--- src/rtl/overcooked_input_pkg.sv ---
// Shared definitions for the button conditioning path: channel indices,
// 25 MHz timing defaults and the auto-repeat state encoding.
package overcooked_input_pkg;

    localparam int BTN_CHOP    = 0;
    localparam int BTN_LEFT    = 1;
    localparam int BTN_RIGHT   = 2;
    localparam int BTN_UP      = 3;
    localparam int BTN_DOWN    = 4;
    localparam int NUM_BUTTONS = 5;

    // 40 ms settle, 0.5 s first repeat, 100 ms repeat period at 25 MHz
    localparam int DEFAULT_DEBOUNCE_CYCLES = 1_000_000;
    localparam int DEFAULT_REPEAT_DELAY    = 12_500_000;
    localparam int DEFAULT_REPEAT_PERIOD   = 2_500_000;

    typedef enum logic [1:0] {
        IDLE = 2'd0,
        WAIT = 2'd1,
        RPT  = 2'd2
    } rpt_state_t;

    function automatic int max_int(input int a, input int b);
        return (a > b) ? a : b;
    endfunction

endpackage

--- src/rtl/button_channel.sv ---
// One pushbutton: two-flop synchroniser, stable-window debounce, registered
// press/release pulses and an auto-repeat pulse train while held.
module button_channel
    import overcooked_input_pkg::*;
#(
    parameter int DEBOUNCE_CYCLES = DEFAULT_DEBOUNCE_CYCLES,
    parameter int REPEAT_DELAY    = DEFAULT_REPEAT_DELAY,
    parameter int REPEAT_PERIOD   = DEFAULT_REPEAT_PERIOD
) (
    input  logic clock_in,
    input  logic reset_in,
    input  logic noisy_in,
    input  logic repeat_en,
    output logic clean_out,
    output logic press_out,
    output logic release_out,
    output logic repeat_out
);

    localparam int DW = $clog2(DEBOUNCE_CYCLES + 1);
    localparam int RW = $clog2(max_int(REPEAT_DELAY, REPEAT_PERIOD) + 1);

    localparam logic [DW-1:0] DCNT_LAST   = DW'(DEBOUNCE_CYCLES - 1);
    localparam logic [RW-1:0] DELAY_LAST  = RW'(REPEAT_DELAY - 1);
    localparam logic [RW-1:0] PERIOD_LAST = RW'(REPEAT_PERIOD - 1);

    logic [1:0]    sync_reg;
    logic          cand_reg;
    logic          cand_next;
    logic [DW-1:0] dcnt_reg;
    logic [DW-1:0] dcnt_next;
    logic          clean_reg;
    logic          clean_next;
    logic          press_reg;
    logic          release_reg;
    logic          repeat_reg;
    logic [RW-1:0] rcnt_reg;
    rpt_state_t    state_reg;

    logic s;
    logic clean_rise;
    logic clean_fall;

    assign s = sync_reg[1];

    // Counter holds at its last value once the window is satisfied
    always_comb begin
        cand_next  = cand_reg;
        dcnt_next  = dcnt_reg;
        clean_next = clean_reg;
        if (s != cand_reg) begin
            cand_next = s;
            dcnt_next = '0;
        end else if (dcnt_reg == DCNT_LAST) begin
            clean_next = cand_reg;
        end else begin
            dcnt_next = dcnt_reg + 1'b1;
        end
    end

    // Edges are taken from the next-state value so pulses line up with clean_out
    assign clean_rise = clean_next & ~clean_reg;
    assign clean_fall = ~clean_next & clean_reg;

    always_ff @(posedge clock_in or negedge reset_in) begin
        if (!reset_in) begin
            sync_reg    <= '0;
            cand_reg    <= 1'b0;
            dcnt_reg    <= '0;
            clean_reg   <= 1'b0;
            press_reg   <= 1'b0;
            release_reg <= 1'b0;
        end else begin
            sync_reg    <= {sync_reg[0], noisy_in};
            cand_reg    <= cand_next;
            dcnt_reg    <= dcnt_next;
            clean_reg   <= clean_next;
            press_reg   <= clean_rise;
            release_reg <= clean_fall;
        end
    end

    always_ff @(posedge clock_in or negedge reset_in) begin
        if (!reset_in) begin
            state_reg  <= IDLE;
            rcnt_reg   <= '0;
            repeat_reg <= 1'b0;
        end else begin
            repeat_reg <= 1'b0;
            if (clean_fall || !repeat_en) begin
                // Abort wins over a pulse that would have fired this cycle
                state_reg <= IDLE;
                rcnt_reg  <= '0;
            end else begin
                unique case (state_reg)
                    IDLE: begin
                        rcnt_reg <= '0;
                        if (clean_rise) begin
                            state_reg <= WAIT;
                        end
                    end
                    WAIT: begin
                        if (rcnt_reg == DELAY_LAST) begin
                            repeat_reg <= 1'b1;
                            rcnt_reg   <= '0;
                            state_reg  <= RPT;
                        end else begin
                            rcnt_reg <= rcnt_reg + 1'b1;
                        end
                    end
                    RPT: begin
                        if (rcnt_reg == PERIOD_LAST) begin
                            repeat_reg <= 1'b1;
                            rcnt_reg   <= '0;
                        end else begin
                            rcnt_reg <= rcnt_reg + 1'b1;
                        end
                    end
                    default: begin
                        state_reg <= IDLE;
                        rcnt_reg  <= '0;
                    end
                endcase
            end
        end
    end

    assign clean_out   = clean_reg;
    assign press_out   = press_reg;
    assign release_out = release_reg;
    assign repeat_out  = repeat_reg;

endmodule

--- src/rtl/button_bank.sv ---
// Bank of independent button conditioners feeding game_logic; one
// button_channel per input bit.
module button_bank
    import overcooked_input_pkg::*;
#(
    parameter int NUM_CH          = NUM_BUTTONS,
    parameter int DEBOUNCE_CYCLES = DEFAULT_DEBOUNCE_CYCLES,
    parameter int REPEAT_DELAY    = DEFAULT_REPEAT_DELAY,
    parameter int REPEAT_PERIOD   = DEFAULT_REPEAT_PERIOD
) (
    input  logic              clock_in,
    input  logic              reset_in,
    input  logic [NUM_CH-1:0] noisy_in,
    input  logic [NUM_CH-1:0] repeat_en,
    output logic [NUM_CH-1:0] clean_out,
    output logic [NUM_CH-1:0] press_out,
    output logic [NUM_CH-1:0] release_out,
    output logic [NUM_CH-1:0] repeat_out
);

    for (genvar gi = 0; gi < NUM_CH; gi++) begin : g_ch
        button_channel #(
            .DEBOUNCE_CYCLES(DEBOUNCE_CYCLES),
            .REPEAT_DELAY   (REPEAT_DELAY),
            .REPEAT_PERIOD  (REPEAT_PERIOD)
        ) u_channel (
            .clock_in   (clock_in),
            .reset_in   (reset_in),
            .noisy_in   (noisy_in[gi]),
            .repeat_en  (repeat_en[gi]),
            .clean_out  (clean_out[gi]),
            .press_out  (press_out[gi]),
            .release_out(release_out[gi]),
            .repeat_out (repeat_out[gi])
        );
    end

endmodule

--- config.mk ---
export PLATFORM = sky130hd
export DESIGN_NAME = button_bank
export DESIGN_NICKNAME = d
export VERILOG_FILES = /design/src/rtl/overcooked_input_pkg.sv /design/src/rtl/button_channel.sv /design/src/rtl/button_bank.sv
export SDC_FILE = /design/constraint.sdc
export NUM_CORES = 1
export LEC_CHECK = 0
export ABC_AREA = 1
export CELL_PAD_IN_SITES_DETAIL_PLACEMENT = 1
export CELL_PAD_IN_SITES_GLOBAL_PLACEMENT = 2
export CORE_MARGIN = 5
export CORE_UTILIZATION = 35
export CTS_BUF_LIST = sky130_fd_sc_hd__clkbuf_2 sky130_fd_sc_hd__clkbuf_4 sky130_fd_sc_hd__clkbuf_8
export CTS_CLUSTER_SIZE = 12
export DETAILED_ROUTE_END_ITERATION = 12
export GPL_TIMING_DRIVEN = 0
export PLACE_DENSITY_LB_ADDON = 0.1
export RECOVER_POWER = 100
export SYNTH_ARGS = -nofsm -noshare
export SYNTH_HDL_FRONTEND = slang
export SYNTH_SLANG_ARGS = --single-unit
export TNS_END_PERCENT = 20
--- constraint.sdc ---
create_clock -name clock_in -period 1.58 [get_ports clock_in]
set_clock_uncertainty 0.1 [all_clocks]
set_input_delay 0.316 -clock clock_in [delete_from_list [all_inputs] [get_ports clock_in]]
set_output_delay 0.316 -clock clock_in [all_outputs]
set_load 0.01 [all_outputs]
Yosys cells after proc, flatten, opt, wreduce, memory -nomap -nowiden --
Index checks and enable logic that the tools add are counted.
Operators by class: add/sub/neg operators 10, equality and inequality tests 50, multiplexer cells 80, bitwise gates (word level) 20, reduce and logical (&&, ||, !) cells 20
Operators with widths (count):
- 24-bit two-way mux | 15
- 24-bit case mux with 2 select lines | 5
- 20-bit two-way mux | 10
- 24-bit by 1-bit adder with 24-bit output, second input constant | 5
- 24-bit by 22-bit == test with 1-bit output, second input constant | 5
- 24-bit == test, second input constant | 5
- 20-bit by 1-bit adder with 20-bit output, second input constant | 5
- 20-bit == test, second input constant | 5
- 2-bit two-way mux | 15
- 3-bit by 1-bit inequality test with 1-bit output, second input constant | 10
- 2-bit case mux with 3 select lines | 5
- 1-bit two-way mux | 25
- 2-bit by 1-bit inequality test with 1-bit output, second input constant | 10
- 3-bit AND reduction | 5
- 1-bit AND | 10
- 2-bit by 1-bit == test with 1-bit output, second input constant | 5
- 2-bit == test, second input constant | 5
- 2-bit logical NOT | 5
- 1-bit inverter | 10
- 1-bit case mux with 2 select lines | 5
- 1-bit logical NOT | 5
- 1-bit logical OR | 5
- 1-bit inequality test | 5
Storage, ports and cells: register bits after elaboration 265, input bits 12, output and inout bits 20, logic and storage cells 225

Depth between registers and ports, before layout --
Gate-level depths: netlist (run 1).
depth in word-level cells 8, depth in mapped cells 12, depth with buffers taken out 12

By module --
From an unflattened synthesis (run 1), not the netlist that was laid out.
Unflattened totals: cells, all modules 1860, area total of the unflattened synthesis 14841.7 um^2
By module, submodules not included:
- button_channel at g_ch[0].u_channel ... | instances 3, cells an instance 368, area each 2984.1 um^2, sequential area each 1326.3 um^2
- button_channel at g_ch[1].u_channel | instances 1, cells an instance 384, area each 2954.1 um^2, sequential area each 1326.3 um^2
- button_channel at g_ch[4].u_channel | instances 1, cells an instance 372, area each 2935.3 um^2, sequential area each 1326.3 um^2

Worst setup path after synthesis (run 1) --
No wires, ideal clock.
path type register to register, start register g_ch[2].u_channel.dcnt_reg[0], end register g_ch[2].u_channel.rcnt_reg[14], setup time 126 ps, arrival 1509 ps, data required time 1354 ps, path slack -155 ps, cell stages (with the launch flop) 10, path buffers 1, period minus slack after synthesis 1735 ps, path through dfrtp_1 ha_1 nand3_2 nor2_1 inv_2 nor2_4 nand4_4 nand2_4 buf_12 nor3_2
On the way: cells in the longest elaborated chain, start to end 7
RTL lines:
- from (decl) | line button_channel.sv:30 | logic [DW-1:0] dcnt_reg;
- from (signal assigned) | line button_channel.sv:76 | dcnt_reg <= dcnt_next;
- 20-bit == test | line button_channel.sv:54 | end else if (dcnt_reg == DCNT_LAST) begin
- 1-bit two-way mux | line button_channel.sv:54
- 1-bit two-way mux | line button_channel.sv:51 | if (s != cand_reg) begin
- 1-bit inverter | line button_channel.sv:63 | assign clean_fall = ~clean_next & clean_reg;
- 1-bit AND | line button_channel.sv:63
- 1-bit logical OR | line button_channel.sv:90 | if (clean_fall || !repeat_en) begin
- 24-bit two-way mux | line button_channel.sv:90
- to (signal assigned) | line button_channel.sv:108 | rcnt_reg <= rcnt_reg + 1'b1;
- to (signal assigned) | line button_channel.sv:116 | rcnt_reg <= rcnt_reg + 1'b1;
- to (decl) | line button_channel.sv:37 | logic [RW-1:0] rcnt_reg;
No other way between the ends. A chain may end at the register's enable or synchronous reset.

Worst setup path after layout (run 1) --
start register g_ch[3].u_channel.dcnt_reg[0], end register g_ch[3].u_channel.rcnt_reg[22]
On the way: cells in the longest elaborated chain, start to end 7
RTL lines (line):
- from (decl) | button_channel.sv:30
- from (signal assigned) | button_channel.sv:76
- 20-bit == test | button_channel.sv:54
- 1-bit two-way mux | button_channel.sv:54
- 1-bit two-way mux | button_channel.sv:51
- 1-bit inverter | button_channel.sv:63
- 1-bit AND | button_channel.sv:63
- 1-bit logical OR | button_channel.sv:90
- 24-bit two-way mux | button_channel.sv:90
- to (signal assigned) | button_channel.sv:108
- to (signal assigned) | button_channel.sv:116
- to (decl) | button_channel.sv:37
No other way between the ends.

==> flow_metrics.py, run 1 <==
metrics = {
    "drt": {
        "vias_per_cell": 4.88,
        "via_count": 14419,
        "drtIter0Drc": 557,
        "wirelength_um": 47100,
        "dr.pass1.iters": 4,
        "ant_nets": 0,
        "drcViolationCount": 0,
        "wl_per_cell_um": 16.0,
    },
    "timing": {
        "final-hold-violation-count": 0,
        "setup_ws_ns": -0.309,
        "fin_crit_sh": 1.20,
        "relSlewSlack": 0.182,
        "rsz0062_at_grt": "true",
        "final.min_clock_period_ns": 1.89,
        "fmax_mhz": 529,
        "finalSetupViolCount": 299,
        "drv_slew": 0,
        "tightest_slew_ns": 1.23,
    },
    "global_routing": {
        "grt_max_degree": 99,
        "grt_overflow": 0,
        "grt_pass1_vias": 15138,
        "antenna_found_initial": 0,
        "groute.usage.overall": 0.184,
        "grt_first_pass_wirelength_um": 76700,
    },
    "critical_path": {
        "crit_family": "simple AND/OR/NAND/NOR gates",
        "crit_slowest_cell": "dfrtp_1",
        "crit_fanout": 7,
        "r2r_end": "g_ch[3].u_channel.rcnt_reg[22]",
        "required_ns": 2.00,
        "criticalPathCategory": "flop to flop",
        "crit_arrival_ns": 2.31,
        "cp-end-kind": "flop",
        "r2r_slack_ns": -0.31,
        "path_buf_inv": 3,
        "crit_chain": "ha_2 -> nand2_4 -> nor2_4 -> buf_6 -> nand2_4 -> nor2_4 -> nand4_1 -> buf_6 -> nand2_8 -> clkbuf_16 -> nor3_1",
        "r2r_start": "g_ch[3].u_channel.dcnt_reg[0]",
        "max_stage_delay_ns": 0.37,
        "r2r_cells": 11,
        "cp-start-kind": "flop",
    },
    "final_layout": {
        "drive_above_1_share": 0.278,
        "antenna_cells": 0,
        "nets": 2353,
        "fin_cells": 2952,
        "final-seq-area_um2": 6690,
        "largest_reg_flops": 120,
        "fin_util": 0.455,
        "syn2layout_area_growth_pct": 29.4,
        "multi_input_area_um2": 8930,
        "n_fill_cell": 5495,
    },
    "power_and_ir_drop": {
        "p_int_mw": 11.3,
        "power.density_nw_per_um2": 736,
        "p_clk_frac": 0.492,
        "vdd_ir_drop_max_v": 0.000583,
        "power.leakage_nw": 8.51,
        "finalPower_mw": 15.1,
        "comb_power_share": 0.050,
        "seqPwrFrac": 0.458,
        "p_sw_frac": 0.250,
        "p_switching_mw": 3.77,
    },
    "synthesis": {
        "synth_seq_area_share": 0.419,
        "syn_nets": 2144,
        "syn_inst": 2102,
        "yosysUniqueCellTypes": 43,
        "ys_async_sr_fraction": 1.00,
        "synth_edf_count": 0,
        "syn_avg_cell_area_um2": 7.53,
        "synth_area_um2": 15800,
        "ys_warn_count": 0,
        "synth_top_flop_cell": "dfrtp_1",
        "synth-seq-cells": 265,
    },
    "floorplan": {
        "ios": 32,
        "die_width_um": 223,
        "die_h_um": 223,
        "dieArea_um2": 49600,
        "rows": 78,
        "core-area_um2": 45100,
        "initial_core_util": 0.351,
    },
    "worst_hold_path": {
        "min_path_type": "flop to flop",
        "min_from": "g_ch[2].u_channel.sync_reg[0]",
        "hold_depth": 0,
        "hold_path_end": "g_ch[2].u_channel.sync_reg[1]",
    },
    "clock_tree": {
        "cts-htree-levels": 2,
        "cts_tree": "done",
        "cts_root_buf": "clkbuf_8",
        "clk_pin_slew_ns": 0.06,
        "clk_latency_ns": 0.64,
        "cts.sinks": 265,
        "cts.path.max_buffers": 3,
        "numCtsBuffers": 53,
    },
    "placement": {
        "portBuffers": 31,
        "place_ws_ns": -0.516,
        "gp_congestion": 0.828,
        "dp.cells": 2735,
        "post-dp-hpwl_um": 32800,
    },
    "flow_run": {
        "maxCapViolCount": 0,
    },
    "status": {
        "status": "complete, but fails checks",
        "violations": "negative setup slack",
    },
}
[cells in the mapped netlist (2+ instances only)]
cell type	count	share of area
nand2_1	458	0.11
nor2_1	365	0.087
dfrtp_1	265	0.42
inv_1	264	0.063
nor3_1	147	0.046
nand3_1	100	0.032
xor2_1	72	0.040
nand4_1	57	0.023
o21ai_0	54	0.017
a21oi_1	49	0.015
nor3_2	42	0.027
xnor2_1	33	0.018
ha_1	30	0.024
buf_4	24	0.011
a31oi_1	11	0.0043
buf_6	11	0.0078
nand2_2	11	0.0043
nor2_2	11	0.0043
nor4_1	11	0.0043
o21ai_1	10	0.0032
inv_2	8	0.0019
nand3_2	8	0.0051
nor2_4	8	0.0057
buf_2	7	0.0022
clkbuf_1	6	0.0014
nand3b_1	6	0.0028
nand2_4	5	0.0036
a211oi_1	4	0.0019
and3_1	4	0.0016
a22oi_1	2	0.00095
buf_12	2	0.0025
nand4_2	2	0.0016
nand4_4	2	0.0027
nor3b_1	2	0.00095
nor3b_2	2	0.0016
o21a_1	2	0.00095
[worst reg2reg max path: cells and delay by family (launching register included)]
kind | cells | cell delay (ns)
adder cells (fa/ha/maj) | 1 | 0.22
flip-flops | 1 | 0.37
buffers and inverters | 3 | 0.47
AND/OR/NAND/NOR | 7 | 0.61
[cells by family after synthesis]
logic type                 count (synthesis)  share of synthesized area
xor gates and xnor gates                 105                     0.0581
adders and majority gates                 30                     0.0237
DFF                                      265                      0.419
AOI/OAI and AO/OA                        135                     0.0453
and+or+nand+nor                         1244                      0.363
buffers and inverters                    323                     0.0908
[worst max path at each step]
stage                                       start                              to  cells past startpoint
floorplan           g_ch[4].u_channel.dcnt_reg[0]  g_ch[4].u_channel.dcnt_reg[18]                     12
global placement                         reset_in   g_ch[1].u_channel.rcnt_reg[0]                      1
detailed placement  g_ch[3].u_channel.dcnt_reg[0]  g_ch[3].u_channel.rcnt_reg[10]                      9
CTS                 g_ch[3].u_channel.dcnt_reg[0]  g_ch[3].u_channel.state_reg[0]                     11
global route        g_ch[3].u_channel.dcnt_reg[0]  g_ch[3].u_channel.state_reg[0]                     11
finish              g_ch[3].u_channel.dcnt_reg[0]  g_ch[3].u_channel.rcnt_reg[22]                     11
[area by class of cell]
| type | instances | share of cell area |
|---|---|---|
| flip-flops and latches | 265 | 0.326 |
| repair buffers | 169 | 0.0754 |
| plain buffers | 35 | 0.0206 |
| well taps | 600 | 0.0366 |
| clock inverters | 13 | 0.00366 |
| inverters | 272 | 0.0507 |
| multi-input cells | 1515 | 0.436 |
| clock buffers | 83 | 0.0509 |
[through the flow]
step	instance area, um^2	setup TNS [ns]	hold WS [ns]
detailed placement	17000	-77.43	0.240
CTS	19200	-35.58	0.159
global route	20500	-106.77	0.258
finish	20500	-38.38	0.246
global placement	17000	-3356.98	0.234
floorplan	15900	-2.45	-0.0796
[timing repair]
action,CTS,global route
pin swaps,42,79
endpoints found under the setup margin,257,261
hold buffers,6,0
buffers inserted,60,63
cloned,2,6
gates resized for setup,270,229
hold endpoints to repair,86,0
[cells in the final DEF (no fill, tap or decap), types with 33 or more instances in the layout]
cell type  netlist  layout
clkbuf_8         0      67
nand2_2         11      35
buf_4           24     120
xnor2_1         33      33
nor2_4           8      33
o21ai_0         54      39
nor2_2          11      52
inv_2            8      37
dfrtp_1        265     217
dfrtp_2          0      48
nand3_1        100      82
xor2_1          72      72
nor3_2          42      74
nand2_1        458     424
nand4_1         57      57
nor3_1         147     101
buf_6           11      39
a21oi_1         49      47
inv_1          264     229
nor2_1         365     299
[metal layers]
| layer | vias to the layer above | global-route usage | routed length [um] |
|---|---|---|---|
| li1 | 7163 | - | - |
| met1 | 7079 | 0.248 | 22000 |
| met2 | 116 | 0.312 | 23000 |
| met3 | 61 | 0.0334 | 1360 |
| met4 | 0 | 0.0393 | 738 |
| met5 | - | 0 | 0 |
[power groups by stage]
| stage | combinational (mW) | sequential, mW | clock [mW] |
|---|---|---|---|
| floorplan | 0.253 | 7.01 | 0 |
| global placement | 0.522 | 7.03 | 0 |
| detailed placement | 0.556 | 7.02 | 0 |
| CTS | 0.669 | 6.90 | 7.72 |
| global route | 0.848 | 6.91 | 8.12 |
| finish | 0.755 | 6.91 | 7.42 |
Power figures use the tool's default switching activity.
==> run 2: changes to the inputs <==
--- a/config.mk
+++ b/config.mk
@@ -10,7 +10,7 @@
 export CELL_PAD_IN_SITES_GLOBAL_PLACEMENT = 2
 export CORE_MARGIN = 5
 export CORE_UTILIZATION = 35
-export CTS_BUF_LIST = sky130_fd_sc_hd__clkbuf_2 sky130_fd_sc_hd__clkbuf_4 sky130_fd_sc_hd__clkbuf_8
+export CTS_BUF_LIST = sky130_fd_sc_hd__clkbuf_4 sky130_fd_sc_hd__clkbuf_8
 export CTS_CLUSTER_SIZE = 12
 export DETAILED_ROUTE_END_ITERATION = 12
 export GPL_TIMING_DRIVEN = 0
==> results of run 2 <==
Same layout as run 1: the final DEF is identical, and so are final timing and power.
==> run 3: changes to the inputs <==
--- a/config.mk
+++ b/config.mk
@@ -13,10 +13,10 @@
 export CTS_BUF_LIST = sky130_fd_sc_hd__clkbuf_4 sky130_fd_sc_hd__clkbuf_8
 export CTS_CLUSTER_SIZE = 12
 export DETAILED_ROUTE_END_ITERATION = 12
-export GPL_TIMING_DRIVEN = 0
 export PLACE_DENSITY_LB_ADDON = 0.1
 export RECOVER_POWER = 100
+export REMOVE_ABC_BUFFERS = 1
 export SYNTH_ARGS = -nofsm -noshare
 export SYNTH_HDL_FRONTEND = slang
 export SYNTH_SLANG_ARGS = --single-unit
-export TNS_END_PERCENT = 20
+export TNS_END_PERCENT = 10
==> flow_metrics.py, run 3 (synthesis gave the netlist of run 1 again) <==
metrics = {
    "final_layout": {
        "stdcell_area_um2": 22300,
        "largest_reg_flops": 120,
        "syn2layout_area_growth_pct": 40.8,
        "antenna_cells": 0,
        "final_cell_mix": "nand2_1 (432), buf_4 (413), nor2_1 (310)",
        "final_common_cell": "nand2_1",
        "n_fill_cell": 5565,
        "drive_above_1_share": 0.327,
        "fin_util": 0.494,
        "nets": 2641,
    },
    "drt": {
        "via_count": 15524,
        "vias_per_cell": 4.79,
        "drcViolationCount": 0,
        "ant_nets": 0,
        "wirelength_um": 50000,
        "dr.pass1.iters": 5,
        "wl_per_cell_um": 15.4,
        "drtIter0Drc": 555,
    },
    "timing": {
        "tightest_slew_ns": 1.12,
        "fin_crit_sh": 1.14,
        "timing.hold.ws_ns": 0.172,
        "setup_ws_ns": -0.214,
        "fmax_mhz": 557,
        "relSlewSlack": 0.255,
        "rsz0062_at_grt": "true",
        "final.min_clock_period_ns": 1.79,
        "final-hold-violation-count": 0,
        "drv_slew": 0,
        "finalSetupViolCount": 319,
    },
    "critical_path": {
        "crit_chain": "ha_2 -> nand2_2 -> nor2_4 -> nand2_2 -> nor2_4 -> nand4_1 -> nand2_4 -> clkbuf_16 -> nor3_2",
        "criticalPathCategory": "flop to flop",
        "crit_fanout": 6,
        "cp-end-kind": "flop",
        "r2r_cells": 9,
        "max_stage_delay_ns": 0.35,
        "r2r_start": "g_ch[3].u_channel.dcnt_reg[0]",
        "crit_slowest_cell": "dfrtp_1",
        "crit_start": "g_ch[3].u_channel.dcnt_reg[0]",
        "required_ns": 1.98,
        "crit_arrival_ns": 2.19,
        "cp-start-kind": "flop",
    },
    "placement": {
        "dpl_cell_area_um2": 20100,
        "gp_congestion": 0.857,
        "portBuffers": 31,
        "post-dp-hpwl_um": 37300,
    },
    "floorplan": {
        "die_width_um": 223,
        "die_h_um": 223,
        "dieArea_um2": 49600,
        "initial_core_util": 0.351,
        "core-area_um2": 45100,
        "ios": 32,
        "rows": 78,
    },
    "status": {
        "status": "complete, but fails checks",
        "violations": "negative setup slack",
    },
    "clock_tree": {
        "numCtsBuffers": 52,
        "cts_tree": "done",
        "cts-htree-levels": 2,
        "cts.path.max_buffers": 3,
        "clk_latency_ns": 0.64,
        "clk_pin_slew_ns": 0.07,
        "cts.sinks": 265,
        "cts_root_buf": "clkbuf_8",
    },
    "power_and_ir_drop": {
        "power.leakage_nw": 9.99,
        "vdd_ir_drop_max_v": 0.000485,
        "power.density_nw_per_um2": 704,
    },
    "worst_hold_path": {
        "min_path_type": "input port to flop",
        "min_from": "noisy_in[4]",
        "hold_depth": 1,
    },
    "flow_run": {
        "maxCapViolCount": 0,
    },
    "global_routing": {
        "groute.usage.overall": 0.197,
        "grt_first_pass_wirelength_um": 83000,
        "antenna_found_initial": 0,
        "grt_overflow": 0,
        "grt_max_degree": 39,
        "grt_pass1_vias": 17012,
    },
}
==> run 3: path summary, 6_finish.rpt <==
| path | slack [ns] | endpoint |
|---|---|---|
| max in group asynchronous | -0.11 | g_ch[3].u_channel.rcnt_reg[6] |
| setup reg to reg | -0.21 | g_ch[3].u_channel.rcnt_reg[11] |
| hold / removal | 0.17 | g_ch[4].u_channel.sync_reg[0] |
| setup / recovery | -0.21 | g_ch[3].u_channel.rcnt_reg[11] |
| min in group asynchronous | 0.34 | g_ch[4].u_channel.dcnt_reg[17] |
| hold reg to reg | 0.25 | g_ch[3].u_channel.sync_reg[1] |
==> run 3: per-layer routing <==
layer  global-route usage  wire length, um  vias to the layer above
li1                     -                -                     7705
met1                0.253            22500                     7582
met2                0.350            25100                      165
met3               0.0313             1430                       72
met4               0.0433              967                        0
met5                    0                0                        -
==> run 3: worst max-delay path, delay by kind of cell, from the launching register on <==
kind,cells,cell delay [ns]
buffers and inverters,1,0.19
adders and majority gates,1,0.19
and+or+nand+nor,7,0.82
DFF,1,0.35
==> run 3: through the flow <==
step	TNS, ns	std cells	setup WS [ns]	total power, mW
floorplan	-24.75	2051	-0.304	7.21
global placement	-19.22	3123	-0.186	7.68
detailed placement	-28.94	3123	-0.243	7.70
CTS	-20.92	3227	-0.215	16.0
global route	-78.69	3239	-0.324	16.4
finish	-27.43	3239	-0.214	15.7
==> run 3: area by class of cell <==
type,count,area [um^2],area share
Multi-Input combinational cell,1514,8660,0.388
Sequential cell,265,6650,0.298
Timing Repair Buffer,494,3990,0.179
Inverter,272,1030,0.0462
Clock buffer,78,1000,0.0451
Tap cell,600,751,0.0337
Clock inverter,16,211,0.00948
==> run 3: where the power goes <==
part,internal [mW],leakage (nW),total (mW),switching (mW)
clock,4.87,0.643,8.07,3.20
sequential,6.85,3.64,6.89,0.0459
combinational,0.274,5.71,0.740,0.466
==> run 3: timing repair <==
item | in CTS | in global routing
gates resized for setup | 184 | 173
cloned | 0 | 6
hold buffers | 5 | 0
pin swaps | 26 | 55
endpoints found under the setup margin | 231 | 258
buffers inserted | 5 | 6
hold endpoints to repair | 269 | 0
==> RTL change, RTL diff (settings of run 3) <==
Make the reset (`reset_in`) synchronous in 2 clocked blocks.
--- a/src/rtl/button_channel.sv
+++ b/src/rtl/button_channel.sv
@@ -62,7 +62,7 @@
     assign clean_rise = clean_next & ~clean_reg;
     assign clean_fall = ~clean_next & clean_reg;
 
-    always_ff @(posedge clock_in or negedge reset_in) begin
+    always_ff @(posedge clock_in) begin
         if (!reset_in) begin
             sync_reg    <= '0;
             cand_reg    <= 1'b0;
@@ -80,7 +80,7 @@
         end
     end
 
-    always_ff @(posedge clock_in or negedge reset_in) begin
+    always_ff @(posedge clock_in) begin
         if (!reset_in) begin
             state_reg  <= IDLE;
             rcnt_reg   <= '0;
Function: no difference found for any inputs over 4 cycles, from zero or initial values and one cycle with reset_in low; that may be too few to reach the edited logic, so the function may still have changed.
==> RTL change against run 3 <==
The run still ends with setup timing left. Combinational power decreased by 44%. Synthesized area decreased by 10%. Worst setup slack got worse by 52 ps. Critical path depth increased by 3. Final cell count decreased by 3.5%. Total power decreased by 8.0%. Via count decreased by 2.8%. Sequential cell count unchanged. Design area decreased by 7.1%. Routed wire length decreased by 7.3%. Largest power group unchanged.
==> RTL change: results (changes against run 3) <==
Status: finished with violations (unchanged). Violated checks: setup timing (unchanged). The worst setup slack after layout is -266.3 ps (was -213.9 ps). The startpoint of the most critical register-to-register path is g_ch[2].u_channel.rcnt_reg[11]$_SDFF_PP0_ (was g_ch[3].u_channel.dcnt_reg[0]$_DFFE_PN0P_). The buffer count excluding the clock tree in the final layout came to 503 (was 494). The proportion of total power due to net switching is 0.2316 (was 0.2362).

The origin of the worst min-delay path is noisy_in[1] (was noisy_in[4]). The placer's final routability congestion estimate came out at 0.8360 (was 0.8568). The via count came out at 15090 (was 15520). The number of cells upsized or downsized after cts is 300 (was 184). The worst hold slack across all endpoints came out at 128.9 ps (was 171.9 ps). The data arrival at the endpoint of the critical path was 2240 ps (was 2190 ps). The maximum vdd ir drop came out at 591.1 µV (was 484.8 µV). The aggregate global-route resource usage came out at 0.2059 (was 0.1967). The post-synthesis cell type count came to 44 (was 43). The number of fillers in the final layout is 5034 (was 5565). The final-layout non-clock buffer area share came out at 0.1943 (was 0.1790). The number of cells in the design after placement is 3002 (was 3123). The via count of the first global-routing pass is 16280 (was 17010). The number of buffers created by CTS came out at 53 (was 52). The wire length of the first global-routing pass came out at 77690 µm (was 82980 µm).

The estimated wirelength of the detail-placed design is 34040 µm (was 37280 µm). The violation count after the first detailed-routing iteration is 505 (was 555). The primary flip-flop cell chosen by synthesis mapping is sky130_fd_sc_hd__dfxtp_1 (was sky130_fd_sc_hd__dfrtp_1). The fraction of final layout cells sized beyond drive strength 1 is 0.3558 (was 0.3270). The final count of negative-setup-slack endpoints is 154 (was 319). The number of setup buffers added after CTS was 29 (was 5). The switching power of the nets came out at 3347 µW (was 3709 µW). The synthesized instance count came out at 2061 (was 2102). The first-pass iteration count of the detailed router was 4 (was 5).
==> RTL change: cell types whose count changed after synthesis, moves of 15 or more <==
cell	change
sky130_fd_sc_hd__dfrtp_1	-265
sky130_fd_sc_hd__dfxtp_1	+265
sky130_fd_sc_hd__nor2_1	-76
sky130_fd_sc_hd__a21oi_1	+44
sky130_fd_sc_hd__nand2_1	-44
sky130_fd_sc_hd__nand3_1	+36
sky130_fd_sc_hd__nor3_2	-32
sky130_fd_sc_hd__inv_1	+22
sky130_fd_sc_hd__xnor2_1	-15
==> RTL change: kinds of logic after synthesis <==
kind of cell,count (synthesis),share of synthesized area
XOR/XNOR,86,0.05313
AND/OR/NAND/NOR,1165,0.3830
AO/OA/AOI/OAI,176,0.06478
buffers and inverters,344,0.1028
adder cells (fa/ha/maj),25,0.02206
flip-flops,265,0.3742
==> RTL change: routing by layer <==
layer | track usage | share of wire
met1 | 0.2571 | 0.45
met2 | 0.3669 | 0.50
met3 | 0.02911 | 0.026
met4 | 0.06394 | 0.023
met5 | 0 | 0
